<file path="config.mk">
export PLATFORM = sky130hd
export DESIGN_NAME = ship_placer
export DESIGN_NICKNAME = d
export VERILOG_FILES = /design/src/rtl/battleship_pkg.sv /design/src/rtl/key_press_sync.sv /design/src/rtl/ship_placer.sv
export SDC_FILE = /design/constraint.sdc
export NUM_CORES = 1
export LEC_CHECK = 0
export CORE_UTILIZATION = 52
export CTS_CLUSTER_DIAMETER = 80
export DETAILED_ROUTE_END_ITERATION = 16
export GPL_TIMING_DRIVEN = 1
export PLACE_DENSITY = 0.8
export SYNTH_ARGS = -nofsm -noshare
export SYNTH_HDL_FRONTEND = slang
export SYNTH_SLANG_ARGS = --single-unit
export TNS_END_PERCENT = 20
</file>
<file path="constraint.sdc">
create_clock -name CLOCK_50 -period 11.83 [get_ports CLOCK_50]
set_input_delay 1.183 -clock CLOCK_50 [delete_from_list [all_inputs] [get_ports CLOCK_50]]
set_output_delay 1.183 -clock CLOCK_50 [all_outputs]
set_load 0.02 [all_outputs]
</file>
<file path="src/rtl/battleship_pkg.sv">
// Shared battleship constants: grid geometry, fleet table, cell indexing and placer state encoding.
package battleship_pkg;

    localparam logic [4:0] GRID_W    = 5'd10;
    localparam logic [4:0] GRID_H    = 5'd10;
    localparam logic [3:0] X_MAX     = 4'd9;
    localparam logic [3:0] Y_MAX     = 4'd9;
    localparam logic [2:0] NUM_SHIPS = 3'd5;
    localparam int         NUM_CELLS = 100;

    typedef enum logic [2:0] {
        ST_IDLE  = 3'd0,
        ST_EDIT  = 3'd1,
        ST_CHECK = 3'd2,
        ST_WRITE = 3'd3,
        ST_DONE  = 3'd4
    } placer_state_t;

    // Fleet length table; index NUM_SHIPS and beyond means "no ship".
    function automatic logic [2:0] ship_len_f(input logic [2:0] idx);
        logic [2:0] len;
        case (idx)
            3'd0:    len = 3'd5;
            3'd1:    len = 3'd4;
            3'd2:    len = 3'd3;
            3'd3:    len = 3'd3;
            3'd4:    len = 3'd2;
            default: len = 3'd0;
        endcase
        return len;
    endfunction

    function automatic logic [6:0] cell_idx(input logic [4:0] x, input logic [4:0] y);
        logic [6:0] idx;
        idx = ({2'b00, y} * 7'd10) + {2'b00, x};
        return idx;
    endfunction

endpackage

</file>
<file path="src/rtl/key_press_sync.sv">
// Two-flop synchronizer for an active-low button plus a one-cycle pulse on each synced press.
module key_press_sync (
    input  logic clk,
    input  logic rst_n,
    input  logic i_key_n,
    output logic o_press
);

    logic r_meta;
    logic r_sync;
    logic r_prev;

    // Synchronizer chain and previous-level history; idle level is released (high).
    always_ff @(posedge clk or negedge rst_n) begin
        if (!rst_n) begin
            r_meta <= 1'b1;
            r_sync <= 1'b1;
            r_prev <= 1'b1;
        end else begin
            r_meta <= i_key_n;
            r_sync <= r_meta;
            r_prev <= r_sync;
        end
    end

    assign o_press = r_prev & ~r_sync;

endmodule

</file>
<file path="src/rtl/ship_placer.sv">
// Interactive ship placement: cursor/rotate editing, cell-by-cell commit check, then serial grid write.
module ship_placer
    import battleship_pkg::*;
(
    input  logic         CLOCK_50,
    input  logic         resetn,
    input  logic         place_ships,
    input  logic [3:0]   move_n,
    input  logic         rotate_n,
    input  logic         commit_n,
    output logic [3:0]   cursor_x,
    output logic [3:0]   cursor_y,
    output logic         orient,
    output logic [2:0]   ship_idx,
    output logic [2:0]   ship_len,
    output logic         place_err,
    output logic [99:0]  grid_occ,
    output logic         placement_done
);

    placer_state_t r_state, w_state_nxt;
    logic [3:0]  r_x, w_x_nxt, r_y, w_y_nxt;
    logic        r_orient, w_orient_nxt;
    logic [2:0]  r_ship_idx, w_ship_idx_nxt, r_k, w_k_nxt;
    logic [NUM_CELLS-1:0] r_grid, w_grid_nxt;
    logic        r_err, w_err_nxt, r_done, w_done_nxt;

    logic [3:0]  w_move;
    logic        w_rotate, w_commit;
    logic [2:0]  w_len;
    logic [4:0]  w_cx, w_cy;
    logic [6:0]  w_idx;
    logic        w_inb, w_hit, w_last;

    for (genvar g = 0; g < 4; g++) begin : g_move_sync
        key_press_sync u_move (.clk(CLOCK_50), .rst_n(resetn), .i_key_n(move_n[g]), .o_press(w_move[g]));
    end
    key_press_sync u_rotate (.clk(CLOCK_50), .rst_n(resetn), .i_key_n(rotate_n), .o_press(w_rotate));
    key_press_sync u_commit (.clk(CLOCK_50), .rst_n(resetn), .i_key_n(commit_n), .o_press(w_commit));

    // Cell under test is cursor plus k along the current orientation, widened so it never wraps.
    assign w_len  = ship_len_f(r_ship_idx);
    assign w_cx   = {1'b0, r_x} + (r_orient ? 5'd0 : {2'b00, r_k});
    assign w_cy   = {1'b0, r_y} + (r_orient ? {2'b00, r_k} : 5'd0);
    assign w_inb  = (w_cx < GRID_W) && (w_cy < GRID_H);
    assign w_idx  = cell_idx(w_cx, w_cy);
    assign w_hit  = w_inb ? r_grid[w_idx] : 1'b0;
    assign w_last = (r_k == (w_len - 3'd1));

    // Next-state and datapath decode; leaving place_ships low outside IDLE/DONE aborts the session.
    always_comb begin
        w_state_nxt    = r_state;
        w_x_nxt        = r_x;
        w_y_nxt        = r_y;
        w_orient_nxt   = r_orient;
        w_ship_idx_nxt = r_ship_idx;
        w_k_nxt        = r_k;
        w_grid_nxt     = r_grid;
        w_err_nxt      = 1'b0;
        case (r_state)
            ST_IDLE: begin
                if (place_ships) begin
                    w_state_nxt    = ST_EDIT;
                    w_grid_nxt     = '0;
                    w_ship_idx_nxt = 3'd0;
                    w_x_nxt        = 4'd0;
                    w_y_nxt        = 4'd0;
                    w_orient_nxt   = 1'b0;
                    w_k_nxt        = 3'd0;
                end else begin
                    w_state_nxt = ST_IDLE;
                end
            end
            ST_EDIT, ST_CHECK, ST_WRITE: begin
                if (!place_ships) begin
                    w_state_nxt    = ST_IDLE;
                    w_grid_nxt     = '0;
                    w_ship_idx_nxt = 3'd0;
                    w_k_nxt        = 3'd0;
                end else if (r_state == ST_EDIT) begin
                    if (w_commit) begin
                        w_state_nxt = ST_CHECK;
                        w_k_nxt     = 3'd0;
                    end else if (w_rotate) begin
                        w_orient_nxt = ~r_orient;
                    end else if (w_move[3]) begin
                        w_y_nxt = (r_y != 4'd0) ? (r_y - 4'd1) : r_y;
                    end else if (w_move[2]) begin
                        w_y_nxt = (r_y != Y_MAX) ? (r_y + 4'd1) : r_y;
                    end else if (w_move[1]) begin
                        w_x_nxt = (r_x != 4'd0) ? (r_x - 4'd1) : r_x;
                    end else if (w_move[0]) begin
                        w_x_nxt = (r_x != X_MAX) ? (r_x + 4'd1) : r_x;
                    end else begin
                        w_state_nxt = ST_EDIT;
                    end
                end else if (r_state == ST_CHECK) begin
                    if (!w_inb || w_hit) begin
                        w_err_nxt   = 1'b1;
                        w_state_nxt = ST_EDIT;
                        w_k_nxt     = 3'd0;
                    end else if (w_last) begin
                        w_state_nxt = ST_WRITE;
                        w_k_nxt     = 3'd0;
                    end else begin
                        w_k_nxt = r_k + 3'd1;
                    end
                end else begin
                    w_grid_nxt[w_idx] = 1'b1;
                    if (w_last) begin
                        w_k_nxt        = 3'd0;
                        w_ship_idx_nxt = r_ship_idx + 3'd1;
                        w_state_nxt    = ((r_ship_idx + 3'd1) == NUM_SHIPS) ? ST_DONE : ST_EDIT;
                    end else begin
                        w_k_nxt = r_k + 3'd1;
                    end
                end
            end
            ST_DONE: begin
                if (!place_ships) begin
                    w_state_nxt = ST_IDLE;
                end else begin
                    w_state_nxt = ST_DONE;
                end
            end
            default: begin
                w_state_nxt = ST_IDLE;
            end
        endcase
        w_done_nxt = (w_state_nxt == ST_DONE);
    end

    // State register.
    always_ff @(posedge CLOCK_50 or negedge resetn) begin
        if (!resetn) begin
            r_state <= ST_IDLE;
        end else begin
            r_state <= w_state_nxt;
        end
    end

    // Datapath and output registers.
    always_ff @(posedge CLOCK_50 or negedge resetn) begin
        if (!resetn) begin
            r_x        <= 4'd0;
            r_y        <= 4'd0;
            r_orient   <= 1'b0;
            r_ship_idx <= 3'd0;
            r_k        <= 3'd0;
            r_grid     <= '0;
            r_err      <= 1'b0;
            r_done     <= 1'b0;
        end else begin
            r_x        <= w_x_nxt;
            r_y        <= w_y_nxt;
            r_orient   <= w_orient_nxt;
            r_ship_idx <= w_ship_idx_nxt;
            r_k        <= w_k_nxt;
            r_grid     <= w_grid_nxt;
            r_err      <= w_err_nxt;
            r_done     <= w_done_nxt;
        end
    end

    assign cursor_x       = r_x;
    assign cursor_y       = r_y;
    assign orient         = r_orient;
    assign ship_idx       = r_ship_idx;
    assign ship_len       = w_len;
    assign place_err      = r_err;
    assign grid_occ       = r_grid;
    assign placement_done = r_done;

endmodule
</file>
# Word level (Yosys, flattened, before mapping)
# Index checks and enable logic that the tools add are counted.
[word_totals]
regBits = 138
in_bits = 9
output_inout_bits = 117
wordCells = 178
[op_classes]
addsub = 10
multipliers = 1
magnitude_cmp = 4
eq_ne = 31
n_mux = 74
bitwise_logic = 14
reduce_logical = 17
[op_table]
columns = ["op", "count"]
rows = [
  ["$mux 100", 4],
  ["$pmux 100 s2", 1],
  ["$or 100x100->100", 1],
  ["$mux 3", 27],
  ["$mux 4", 19],
  ["$pmux 4 s2", 2],
  ["$ne 3x3->1 const B", 5],
  ["$mux 1", 14],
  ["$ne 2x2->1 const B", 7],
  ["$eq 3x2->1 const B", 4],
  ["$eq 3x3->1 const B", 4],
  ["$pmux 3 s2", 2],
  ["$pmux 3 s4", 1],
  ["$reduce_and 11->1", 1],
  ["$add 4x3->5", 2],
  ["$lt 5x4->1 const B", 2],
  ["$pmux 3 s3", 1],
  ["$reduce_and 9->1", 1],
  ["$add 4x1->4 const B", 2],
  ["$lt 7x8->1 const B", 1],
  ["$ne 4x4->1 const B", 2],
  ["$reduce_bool 4->1", 2],
  ["$sub 4x1->4 const B", 2],
  ["$add 7x5->7", 1],
  ["other kinds (26)", 43],
]

# Logic depth before layout (Yosys ltp)
# Gate-level depths: netlist of the first run.
[logic_depth]
depth_word = 14
ltp_mapped = 17

# By module
# From an unflattened synthesis of the first run, not the netlist that was laid out.
[hier_totals]
hier_cells = 747
area_unflattened_um2 = 7213.2
[modules_own_cells]
columns = ["mod", "n_inst", "cells_each", "area_per_inst_um2", "seq_area_each_um2"]
rows = [
  ["ship_placer", 1, 723, 6657.6, 3002.9],
  ["key_press_sync", 6, 4, 92.6, 78.8],
]

# Worst setup path after synthesis of the first run
# Ideal clock, no wire load.
[synth_path]
path_type = "register to register"
from = "register r_orient (netlist: orient)"
to = "register r_k[0]"
setup_ns = 0.064
t_arrival_ns = 3.814
setup_slack_ns = 7.951
stages_incl_launch_ff = 16
period_less_slack_ns = 3.879
cell_sequence = "dfrtp_1 -> nor2b_1 -> ha_1 -> fa_1 -> xor2_1 -> inv_1 -> fa_1 -> buf_6 -> buf_6 -> mux2_1 -> a222oi_1 -> a21oi_1 -> nor4_1 -> o221ai_2 -> a21oi_2 -> mux2_2"
[synth_via]
elab_chain_cells = 13
word_cells_on_any_way = 19
cone_classes = "add/sub (3); mul (1); order compare (2); mux (10); reduce/logical (3)"
[synth_lines]
columns = ["item", "line_no", "source"]
rows = [
  ["start: declaration", "ship_placer.sv:23", "logic r_orient, w_orient_nxt;"],
  ["start signal: assignment", "ship_placer.sv:156", "r_orient <= w_orient_nxt;"],
  ["$mux 3", "ship_placer.sv:44", "assign w_cy = {1'b0, r_y} + (r_orient ? {2'b00, r_k} : 5'd0);"],
  ["$add 4x3->5", "ship_placer.sv:44", ""],
  ["$mul 5x3->6", "battleship_pkg.sv:35", "idx = ({2'b00, y} * 7'd10) + {2'b00, x};"],
  ["$add 7x5->7", "battleship_pkg.sv:35", ""],
  ["$bmux 1 s7", "ship_placer.sv:47", "assign w_hit = w_inb ? r_grid[w_idx] : 1'b0;"],
  ["$mux 1 (not written as such)", "ship_placer.sv:47", ""],
  ["$mux 1", "ship_placer.sv:47", ""],
  ["$logic_or 1x1->1 *", "ship_placer.sv:98", "if (!w_inb || w_hit) begin"],
  ["$mux 3 *", "ship_placer.sv:98", ""],
  ["$mux 3 *", "ship_placer.sv:97", "end else if (r_state == ST_CHECK) begin"],
  ["$mux 3 *", "ship_placer.sv:80", "end else if (r_state == ST_EDIT) begin"],
  ["$mux 3 *", "ship_placer.sv:75", "if (!place_ships) begin"],
  ["$pmux 3 s2 *", "ship_placer.sv:60", "case (r_state)"],
  ["end signal: assignment", "ship_placer.sv:158", "r_k <= w_k_nxt;"],
  ["end: declaration", "ship_placer.sv:24", "logic [2:0] r_ship_idx, w_ship_idx_nxt, r_k, w_k_nxt;"],
]
# Every way passes the cells marked *; elsewhere a longest branch is shown, timed or not. The select of a mux whose other input is x is not followed.
# A chain may end at the register's enable or synchronous reset.

# Worst setup path in the final report of the first run
[layout_path]
from = "register r_k[0]"
to = "register r_k[0]"
[layout_via]
elab_chain_cells = 13
word_cells_on_any_way = 22
cone_classes = "add/sub (4); mul (1); order compare (2); eq/ne (1); mux (11); reduce/logical (3)"
[layout_lines]
columns = ["item", "line_no"]
rows = [
  ["$mux 3", "ship_placer.sv:44"],
  ["$add 4x3->5", "ship_placer.sv:44"],
  ["$mul 5x3->6", "battleship_pkg.sv:35"],
  ["$add 7x5->7", "battleship_pkg.sv:35"],
  ["$bmux 1 s7", "ship_placer.sv:47"],
  ["$mux 1 (not written as such)", "ship_placer.sv:47"],
  ["$mux 1", "ship_placer.sv:47"],
  ["$logic_or 1x1->1", "ship_placer.sv:98"],
  ["$mux 3", "ship_placer.sv:98"],
  ["$mux 3 *", "ship_placer.sv:97"],
  ["$mux 3 *", "ship_placer.sv:80"],
  ["$mux 3 *", "ship_placer.sv:75"],
  ["$pmux 3 s2 *", "ship_placer.sv:60"],
]
# Marked as above.

==> flow_metrics.env, run 1 <==
export IMPL_status="completed"
export IMPL_syn_avg_cell_area_um2=9.89
export IMPL_yosysWarnings=0
export IMPL_path_buf_inv=1
export IMPL_vias_per_cell=6.07
export IMPL_power_internal_mw=1.00
export IMPL_synth_edf_count=0
export IMPL_clk_pin_slew_worst_paths_ns=0.06
export IMPL_drcViolationCount=0
export IMPL_cp_top_family="adder cells"
export IMPL_sw_frac_of_total_pct=39.7
export IMPL_cts_root_buf="clkbuf_16"
export IMPL_hold_path_class="register to register"
export IMPL_ys_flop_type="dfrtp_1"
export IMPL_share_comb_of_total_power_pct=37.0
export IMPL_hold_depth=0
export IMPL_net_switching_power_mw=0.662
export IMPL_hpwl_um=13300
export IMPL_fin_worst_skew_ns=0.0134
export IMPL_reg2reg_depth=14
export IMPL_cp_slowest_stage_delay_ns=1.26
export IMPL_drt_iter0_markers=695
export IMPL_cts_resized=0
export IMPL_crit_top_cell="mux2_2"
export IMPL_fin_setup_tns_ns=0
export IMPL_power_density_nw_per_um2=183
export IMPL_place_port_buffers=125
export IMPL_leakagePower_nw=3.95
export IMPL_die_x_um=120
export IMPL_synth_area_um2=7210
export IMPL_r2r_start="r_k[0]"
export IMPL_yosysSeqAreaShare_pct=48.2
export IMPL_min_to="g_move_sync[2].u_move.r_sync"
export IMPL_ant_nets=0
export IMPL_synthCells=729
export IMPL_worstSetupPathType="register to register"
export IMPL_grt_pass1_wl_um=32000
export IMPL_wl_um=20000
export IMPL_drv_slew=0
export IMPL_layout_drive_gt1_share_pct=10.7
export IMPL_cp_required_ns=12.20
export IMPL_synth_nets=768
export IMPL_crit_fanout=43
export IMPL_rows=42
export IMPL_cts_path_max_buffers=2
export IMPL_cts_max_level=4
export IMPL_routedWlPerCell_um=19.5
export IMPL_synth_async_reset_ratio_pct=100
export IMPL_setup_viol=0
export IMPL_final_common_cell="nor2_1"
export IMPL_yosysUniqueCellTypes=70
export IMPL_grt_pass1_vias=6084
export IMPL_antenna_found_initial=0
export IMPL_post_cts_setup_buffer_count=0
export IMPL_cts_tree="yes"
export IMPL_startpoint_type="register"
export IMPL_vias=6235
export IMPL_grt_max_degree=101
export IMPL_fp_dieH_um=120
export IMPL_rsz0062_at_grt="false"
export IMPL_period_needed_ns=4.95
export IMPL_ys_ff_latch=138
export IMPL_cts_buffers=17
export IMPL_slew_headroom_pct=5.49
export IMPL_fin_crit_sh_pct=41.8
export IMPL_drt_pass1_iter_count=5
export IMPL_max_freq_ghz=0.202
export IMPL_crit_slowest_cell="fa_2"
export IMPL_io_pins=126
export IMPL_ir_worst_vdd_uv=135
export IMPL_arrival_ns=5.32
export IMPL_power_frac_seq_pct=32.6
export IMPL_die_area_um2=14300
export IMPL_worst_slew_pin_slew_ns=1.41
export IMPL_clockPowerShare_pct=30.4
export IMPL_start_util_pct=53.8
export IMPL_r2r_end="r_k[0]"
export IMPL_min_from="g_move_sync[2].u_move.r_meta"
export IMPL_cts_hold_buf=0
export IMPL_hold_viol=0
export IMPL_syn2layout_area_growth_pct=26.2
export IMPL_core_um2=13400
export IMPL_final_cell_mix="143 x nor2_1, 124 x clkdlybuf4s50_1, 122 x a21oi_1, 120 x dfrtp_1, 24 x nand2_1"
export IMPL_reg2reg_slack_ns=6.88
export IMPL_crit_path_cell_trace="nor2b_1 > ha_1 > fa_1 > xor2_1 > inv_1 > fa_2 > mux2_2 > a32o_1 > a221oi_2 > o22ai_1 > o41ai_2 > o221ai_2 > a21oi_2 > mux2_2"
export IMPL_overflow=0
export IMPL_total_power_mw=1.67
export IMPL_nFillCells=1025
export IMPL_cts_sinks=138
export IMPL_grtUsageTotal_pct=29.3
export IMPL_nets=878
export IMPL_max_cap_viol_count=0
export IMPL_clock_latency_ns=0.44
export IMPL_antenna_cells=0
export IMPL_routabilityCongestion=0.852
export IMPL_cp_end_kind="register"
-- power by group through the flow --
stage | clock network (mW) | registers [mW] | logic (mW)
after floorplan | 0 | 0.563 | 0.413
after global placement | 0 | 0.548 | 0.586
after detailed placement | 0 | 0.549 | 0.601
after CTS | 0.514 | 0.541 | 0.605
after global routing | 0.533 | 0.546 | 0.659
final | 0.506 | 0.542 | 0.617
-- per-stage QoR --
step	cells	worst slack (ns)	cell area (µm²)	utilization, %	hold WS [ns]
2_1_floorplan	729	7.95	7210	-	0.345
3_3_place_gp	996	7.18	8530	63.7	0.345
3_5_place_dp	996	7.02	8530	63.7	0.347
4_1_cts	1028	6.97	9090	67.9	0.351
5_1_grt	1028	6.66	9090	67.9	0.351
6_report	1028	6.88	9090	67.9	0.348
-- Yosys cell counts, drive strengths merged, types with 3 or more instances --
cell | number | area share, %
a211oi | 6 | 0.80
a21o | 11 | 1.1
a21oi | 124 | 8.7
a221oi | 3 | 0.45
a22o | 7 | 0.85
a22oi | 7 | 0.87
a31oi | 3 | 0.26
a32o | 5 | 0.69
and2 | 10 | 0.87
and3 | 3 | 0.26
buf | 16 | 1.5
clkbuf | 23 | 1.2
dfrtp | 120 | 42
dfstp | 18 | 6.6
fa | 6 | 1.7
ha | 24 | 4.2
inv | 13 | 0.68
mux2 | 11 | 1.8
mux2i | 21 | 2.9
mux4 | 5 | 1.6
nand2 | 25 | 1.3
nand2b | 10 | 0.87
nand3 | 8 | 0.56
nor2 | 143 | 7.4
nor2b | 22 | 1.9
nor3 | 9 | 0.69
nor3b | 3 | 0.38
nor4 | 4 | 0.56
o21ai | 13 | 0.90
o21bai | 6 | 0.62
o22ai | 3 | 0.26
or2 | 6 | 0.52
or3 | 3 | 0.26
xnor2 | 9 | 1.1
xor2 | 5 | 0.61
-- routing by layer --
layer / track usage [%] / wire (µm) / share of wire [%] / vias to the layer above
met5: 0 / 0 / 0 / -
met4: 14.5 / 541 / 2.7 / 0
met3: 5.80 / 1760 / 8.8 / 51
met2: 45.3 / 9560 / 48 / 351
met1: 39.3 / 8160 / 41 / 3048
li1: - / - / - / 2785
-- how the worst max path moves through the flow --
stage / slack (ns) / depth (start not counted) / endpoint / start
final: 6.88 / 14 / r_k[0] / r_k[0]
after global routing: 6.66 / 14 / r_k[0] / r_k[0]
after CTS: 6.97 / 14 / r_k[0] / r_k[0]
after detailed placement: 7.02 / 14 / r_k[0] / r_k[0]
after global placement: 7.18 / 14 / r_k[0] / r_k[0]
after floorplan: 7.95 / 15 / r_k[0] / orient
-- layout make-up --
cell class              instances  area [µm²]  share of cell area, %
multi-input cells             539        3500                   38.5
inverters                      13        48.8                  0.537
repair buffers                130        1290                   14.1
clock buffers                  19         443                   4.87
well taps                     176         220                   2.42
clock inverters                13         119                   1.31
flip-flops and latches        138        3480                   38.2
-- state kept, by name, indices dropped and copies added, names as in the netlist, 3 cells and up --
| name | flops |
|---|---|
| grid_occ | 100 |
| cursor_x | 4 |
| cursor_y | 4 |
| g_move_sync.u_move.r_meta | 4 |
| g_move_sync.u_move.r_prev | 4 |
| g_move_sync.u_move.r_sync | 4 |
| r_k | 3 |
| r_state | 3 |
| ship_idx | 3 |
-- cell families after synthesis --
family                   synth area share, %
buffers and inverters                   3.42
adder cells (fa/ha/maj)                 5.83
multiplexers                            6.30
AO/OA/AOI/OAI                           18.3
AND/OR/NAND/NOR                         15.9
XOR/XNOR                                2.01
flip-flops                              48.2
Power figures use the tool's default switching activity.
==> run 2, diff against run 1 <==
- clock period: 11.83 -> 5.1 ns (I/O delays scaled with it)
==> run 2 against run 1 <==
Register-to-register slack worse by 6.4 ns. Cell area is 0.73% higher. Largest cell class unchanged. Worst hold slack worse by 0.077 ns. Sequential cell count is the same. Core utilization grew 0.49 points. Non-clock buffer count increased by 6. Clock power is 140% higher. Critical path type unchanged. Clock skew shrank 0.0020 ns. Largest power group unchanged. First-iteration DRC count increased by 6.3%. Final cell count is 0.58% higher. Sequential power rose by 130%. Maximum frequency grew 8.1%.
==> flow_metrics.env, run 2 (same netlist as run 1, synthesis figures left out) <==
export IMPL_dp_slack_ns=0.642
export IMPL_ir_worst_vdd_uv=345
export IMPL_cts_tree="yes"
export IMPL_final_cell_mix="143 x nor2_1, 124 x clkdlybuf4s50_1, 122 x a21oi_1, 120 x dfrtp_1, 24 x nand2_1"
export IMPL_clk_pin_slew_worst_paths_ns=0.06
export IMPL_hpwl_um=13800
export IMPL_cp_required_ns=5.47
export IMPL_place_port_buffers=125
export IMPL_io_pins=126
export IMPL_layout_drive_gt1_share_pct=11.1
export IMPL_largest_register_ff_count=100
export IMPL_grt_pass1_wl_um=32600
export IMPL_antenna_cells=0
export IMPL_fin_crit_sh_pct=89.7
export IMPL_final_common_cell="nor2_1"
export IMPL_start_util_pct=53.8
export IMPL_cp_end_kind="register"
export IMPL_wl_um=20400
export IMPL_hold_path_class="input port to asynchronous set/reset pin"
export IMPL_core_um2=13400
export IMPL_post_cts_setup_buffer_count=0
export IMPL_syn2layout_area_growth_pct=27.1
export IMPL_drcViolationCount=0
export IMPL_cts_resized=0
export IMPL_fp_dieH_um=120
export IMPL_grt_max_degree=101
export IMPL_ant_nets=0
export IMPL_arrival_ns=4.94
export IMPL_vias=6317
export IMPL_routedWlPerCell_um=19.8
export IMPL_power_density_nw_per_um2=434
export IMPL_cts_sinks=138
export IMPL_hold_viol=0
export IMPL_leakagePower_nw=3.99
export IMPL_fin_worst_skew_ns=0.0115
export IMPL_vias_per_cell=6.11
export IMPL_setup_viol=0
export IMPL_slew_headroom_pct=27.9
export IMPL_cts_buffers=17
export IMPL_cts_root_buf="clkbuf_16"
export IMPL_fin_setup_tns_ns=0
export IMPL_cts_hold_buf=0
export IMPL_period_needed_ns=4.58
export IMPL_drt_iter0_markers=739
export IMPL_cts_path_max_buffers=2
export IMPL_clock_latency_ns=0.43
export IMPL_setup_ws_ns=0.524
export IMPL_total_power_mw=3.97
export IMPL_die_area_um2=14300
export IMPL_max_cap_viol_count=0
export IMPL_nets=884
export IMPL_overflow=0
export IMPL_drt_pass1_iter_count=8
export IMPL_max_freq_ghz=0.219
export IMPL_antenna_found_initial=0
export IMPL_rows=42
export IMPL_cts_max_level=4
export IMPL_crit_fanout=22
export IMPL_worstSetupPathType="register to register"
export IMPL_routabilityCongestion=0.893
export IMPL_grtUsageTotal_pct=29.6
export IMPL_status="completed"
export IMPL_rsz0062_at_grt="false"
export IMPL_worst_slew_pin_slew_ns=1.08
export IMPL_startpoint_type="register"
export IMPL_drv_slew=0
export IMPL_die_x_um=120
export IMPL_grt_pass1_vias=6203
-- run 2: cell types whose count changed in the layout (fill, tap and decap cells not counted) --
cell       before  now
nor3_1          6    7
nor3_2          3    2
buf_4           6   12
clkinv_2        3    1
bufinv_16       1    2
inv_8           0    1
inv_6           2    3
clkbuf_1        1    2
clkinv_4        3    1
-- run 2: final timing paths --
| check | to | slack [ns] | cells after the start | from |
|---|---|---|---|---|
| max | r_k[0] | 0.52 | 15 | r_k[0] |
| min | ship_idx[1] | 0.27 | 1 | resetn |
| max reg2reg | r_k[0] | 0.52 | 15 | r_k[0] |
| min reg2reg | u_rotate.r_sync | 0.35 | 0 | u_rotate.r_meta |
| max in group asynchronous | cursor_x[1] | 3.57 | 2 | resetn |
| min in group CLOCK_50 | u_rotate.r_sync | 0.35 | 0 | u_rotate.r_meta |
-- run 2: area by class of cell --
cell class | instances | area (µm²)
Multi-Input combinational cell | 539 | 3500
Inverter | 13 | 48.8
Clock buffer | 20 | 447
Clock inverter | 12 | 141
Sequential cell | 138 | 3480
Timing Repair Buffer | 136 | 1330
Fill cell | 1023 | 4240
Tap cell | 176 | 220
-- run 2: power by group --
group | switching (mW) | internal (mW) | total (mW)
combinational | 0.982 | 0.502 | 1.48
clock | 0.491 | 0.739 | 1.23
sequential | 0.0939 | 1.17 | 1.26
total | 1.57 | 2.41 | 3.97
-- run 2: worst max-delay path, stage by stage, from the launching register on --
cell,delay (ns)
dfrtp_1,0.44
nor2b_1,0.16
ha_1,0.21
fa_1,0.41
xor2_1,0.25
inv_1,0.10
fa_2,0.91
buf_4,0.30
mux2i_1,0.26
o221ai_1,0.16
a21oi_1,0.17
o22ai_1,0.10
nor4_1,0.43
o221ai_2,0.21
a21oi_2,0.24
mux2_2,0.17
-- run 2: stage by stage --
step | cell area (µm²) | util, % | hold WS, ns | instances
final | 9160 | 68.4 | 0.270 | 1034
after global routing | 9160 | 68.4 | 0.354 | 1034
after CTS | 9160 | 68.4 | 0.306 | 1034
after detailed placement | 8570 | 64.0 | 0.347 | 1002
after global placement | 8570 | 64.0 | 0.345 | 1002
after floorplan | 7210 | - | 0.214 | 729
-- run 2: per-layer routing --
metal  share of wire (%)  vias up  GRT usage [%]
li1                    -     2795              -
met1                  42     3137           40.4
met4                 2.2        0           12.0
met5                   0        -              0
met2                  48      338           46.1
met3                 7.9       47           6.46
==> run 3, diff against run 2 <==
- clock period: 5.1 -> 5.2 ns (I/O delays scaled with it)
==> run 3 against run 2 <==
Largest cell class unchanged. Combinational power is essentially flat. Clock-buffer cell count rose by 2. Highest routed layer unchanged. Critical path type unchanged. Power is 0.86% lower. Final cell count did not move. Sequential power hardly changed. Sequential cell count did not move. First-iteration DRC count fell by 9.5%. Core utilization is 0.21 points higher.
==> flow_metrics.env, run 3 (same netlist as run 1, synthesis figures left out) <==
export IMPL_status="completed"
export IMPL_worst_slew_pin_slew_ns=1.06
export IMPL_routedWlPerCell_um=19.6
export IMPL_total_power_mw=3.94
export IMPL_ant_nets=0
export IMPL_largest_register_ff_count=100
export IMPL_cts_tree="yes"
export IMPL_hold_path_class="input port to asynchronous set/reset pin"
export IMPL_max_freq_ghz=0.213
export IMPL_drv_slew=0
export IMPL_cts_hold_buf=0
export IMPL_setup_ws_ns=0.494
export IMPL_max_cap_viol_count=0
export IMPL_crit_fanout=21
export IMPL_grt_max_degree=101
export IMPL_cts_sinks=138
export IMPL_worstSetupPathType="register to register"
export IMPL_startpoint_type="register"
export IMPL_cts_path_max_buffers=2
export IMPL_clk_pin_slew_worst_paths_ns=0.05
export IMPL_hold_viol=0
export IMPL_reg2reg_depth=14
export IMPL_start_util_pct=53.8
export IMPL_io_pins=126
export IMPL_leakagePower_nw=4.02
export IMPL_fin_crit_sh_pct=90.5
export IMPL_rows=42
export IMPL_grtUsageTotal_pct=29.6
export IMPL_nets=884
export IMPL_rsz0062_at_grt="false"
export IMPL_power_density_nw_per_um2=429
export IMPL_cts_buffers=17
export IMPL_final_cell_mix="143 x nor2_1, 124 x clkdlybuf4s50_1, 122 x a21oi_1, 120 x dfrtp_1, 24 x nand2_1"
export IMPL_post_cts_setup_buffer_count=0
export IMPL_cts_resized=0
export IMPL_fin_util_pct=68.6
export IMPL_cts_root_buf="clkbuf_16"
export IMPL_fp_dieH_um=120
export IMPL_fin_worst_skew_ns=0.0136
export IMPL_dp_slack_ns=0.579
export IMPL_overflow=0
export IMPL_die_x_um=120
export IMPL_routabilityCongestion=0.866
export IMPL_die_area_um2=14300
export IMPL_grt_pass1_wl_um=32300
export IMPL_syn2layout_area_growth_pct=27.5
export IMPL_grt_pass1_vias=6092
export IMPL_drcViolationCount=0
export IMPL_hpwl_um=13800
export IMPL_cts_max_level=4
export IMPL_core_um2=13400
export IMPL_clock_latency_ns=0.43
export IMPL_period_needed_ns=4.71
export IMPL_antenna_cells=0
export IMPL_place_port_buffers=125
export IMPL_vias_per_cell=6.09
export IMPL_arrival_ns=5.07
export IMPL_ir_worst_vdd_uv=355
export IMPL_cp_end_kind="register"
export IMPL_cp_required_ns=5.56
export IMPL_fin_hold_ws_ns=0.243
export IMPL_drt_pass1_iter_count=5
export IMPL_final_common_cell="nor2_1"
export IMPL_fin_setup_tns_ns=0
export IMPL_antenna_found_initial=0
export IMPL_wl_um=20300
export IMPL_vias=6292
export IMPL_setup_viol=0
export IMPL_slew_headroom_pct=29.4
export IMPL_nFillCells=986
export IMPL_layout_drive_gt1_share_pct=11.1
export IMPL_drt_iter0_markers=669
[run 3: changes by cell type in the layout (fill, tap and decap cells not counted), sizes merged]
cell	before	now
bufinv	2	3
clkbuf	20	22
clkinv	2	6
clkinvlp	4	1
inv	17	13
[run 3: per-stage QoR]
| step | instances | area (µm²) |
|---|---|---|
| CTS | 1034 | 9190 |
| global placement | 1002 | 8570 |
| global route | 1034 | 9190 |
| detailed placement | 1002 | 8570 |
| finish | 1034 | 9190 |
| floorplan | 729 | 7210 |
[run 3: per-layer routing]
layer | global-route usage, % | part of all wire, %
met3 | 7.08 | 9.1
met4 | 12.1 | 2.3
met1 | 40.0 | 41
met5 | 0 | 0
met2 | 45.9 | 48
[run 3: cell type report]
type / instances / area (µm²) / share of cell area, %
sequential: 138 / 3480 / 37.8
inverter: 13 / 48.8 / 0.531
tap: 176 / 220 / 2.40
multi-input combinational: 539 / 3500 / 38.1
clock inverter: 10 / 143 / 1.55
clock buffer: 22 / 474 / 5.16
timing repair buffer: 136 / 1330 / 14.5
[run 3: power breakdown]
group / switching [mW] / internal [mW]
Sequential: 0.0884 / 1.14
Clock: 0.451 / 0.792
Combinational: 0.971 / 0.493
Total: 1.51 / 2.43
[run 3: path summary, 6_finish.rpt]
path	end	start	slack, ns
max in group asynchronous	r_k[0]	resetn	3.62
worst max-delay path	r_k[0]	r_k[0]	0.49
worst min register to register	u_rotate.r_sync	u_rotate.r_meta	0.36
min in group CLOCK_50	u_rotate.r_sync	u_rotate.r_meta	0.36
worst max register to register	r_k[0]	r_k[0]	0.49
worst min-delay path	ship_idx[1]	resetn	0.24
[run 3: critical path: stages (launching register included)]
cell and delay, ns:
dfrtp_1 0.44, nor2b_1 0.16, ha_1 0.21, fa_1 0.40, xor2_1 0.27, inv_1 0.11, fa_2 0.90, buf_4 0.29
mux2_1 0.34, a222oi_1 0.36, a21oi_1 0.10, nor4_1 0.43, o221ai_2 0.21, a21oi_2 0.23, mux2_2 0.18
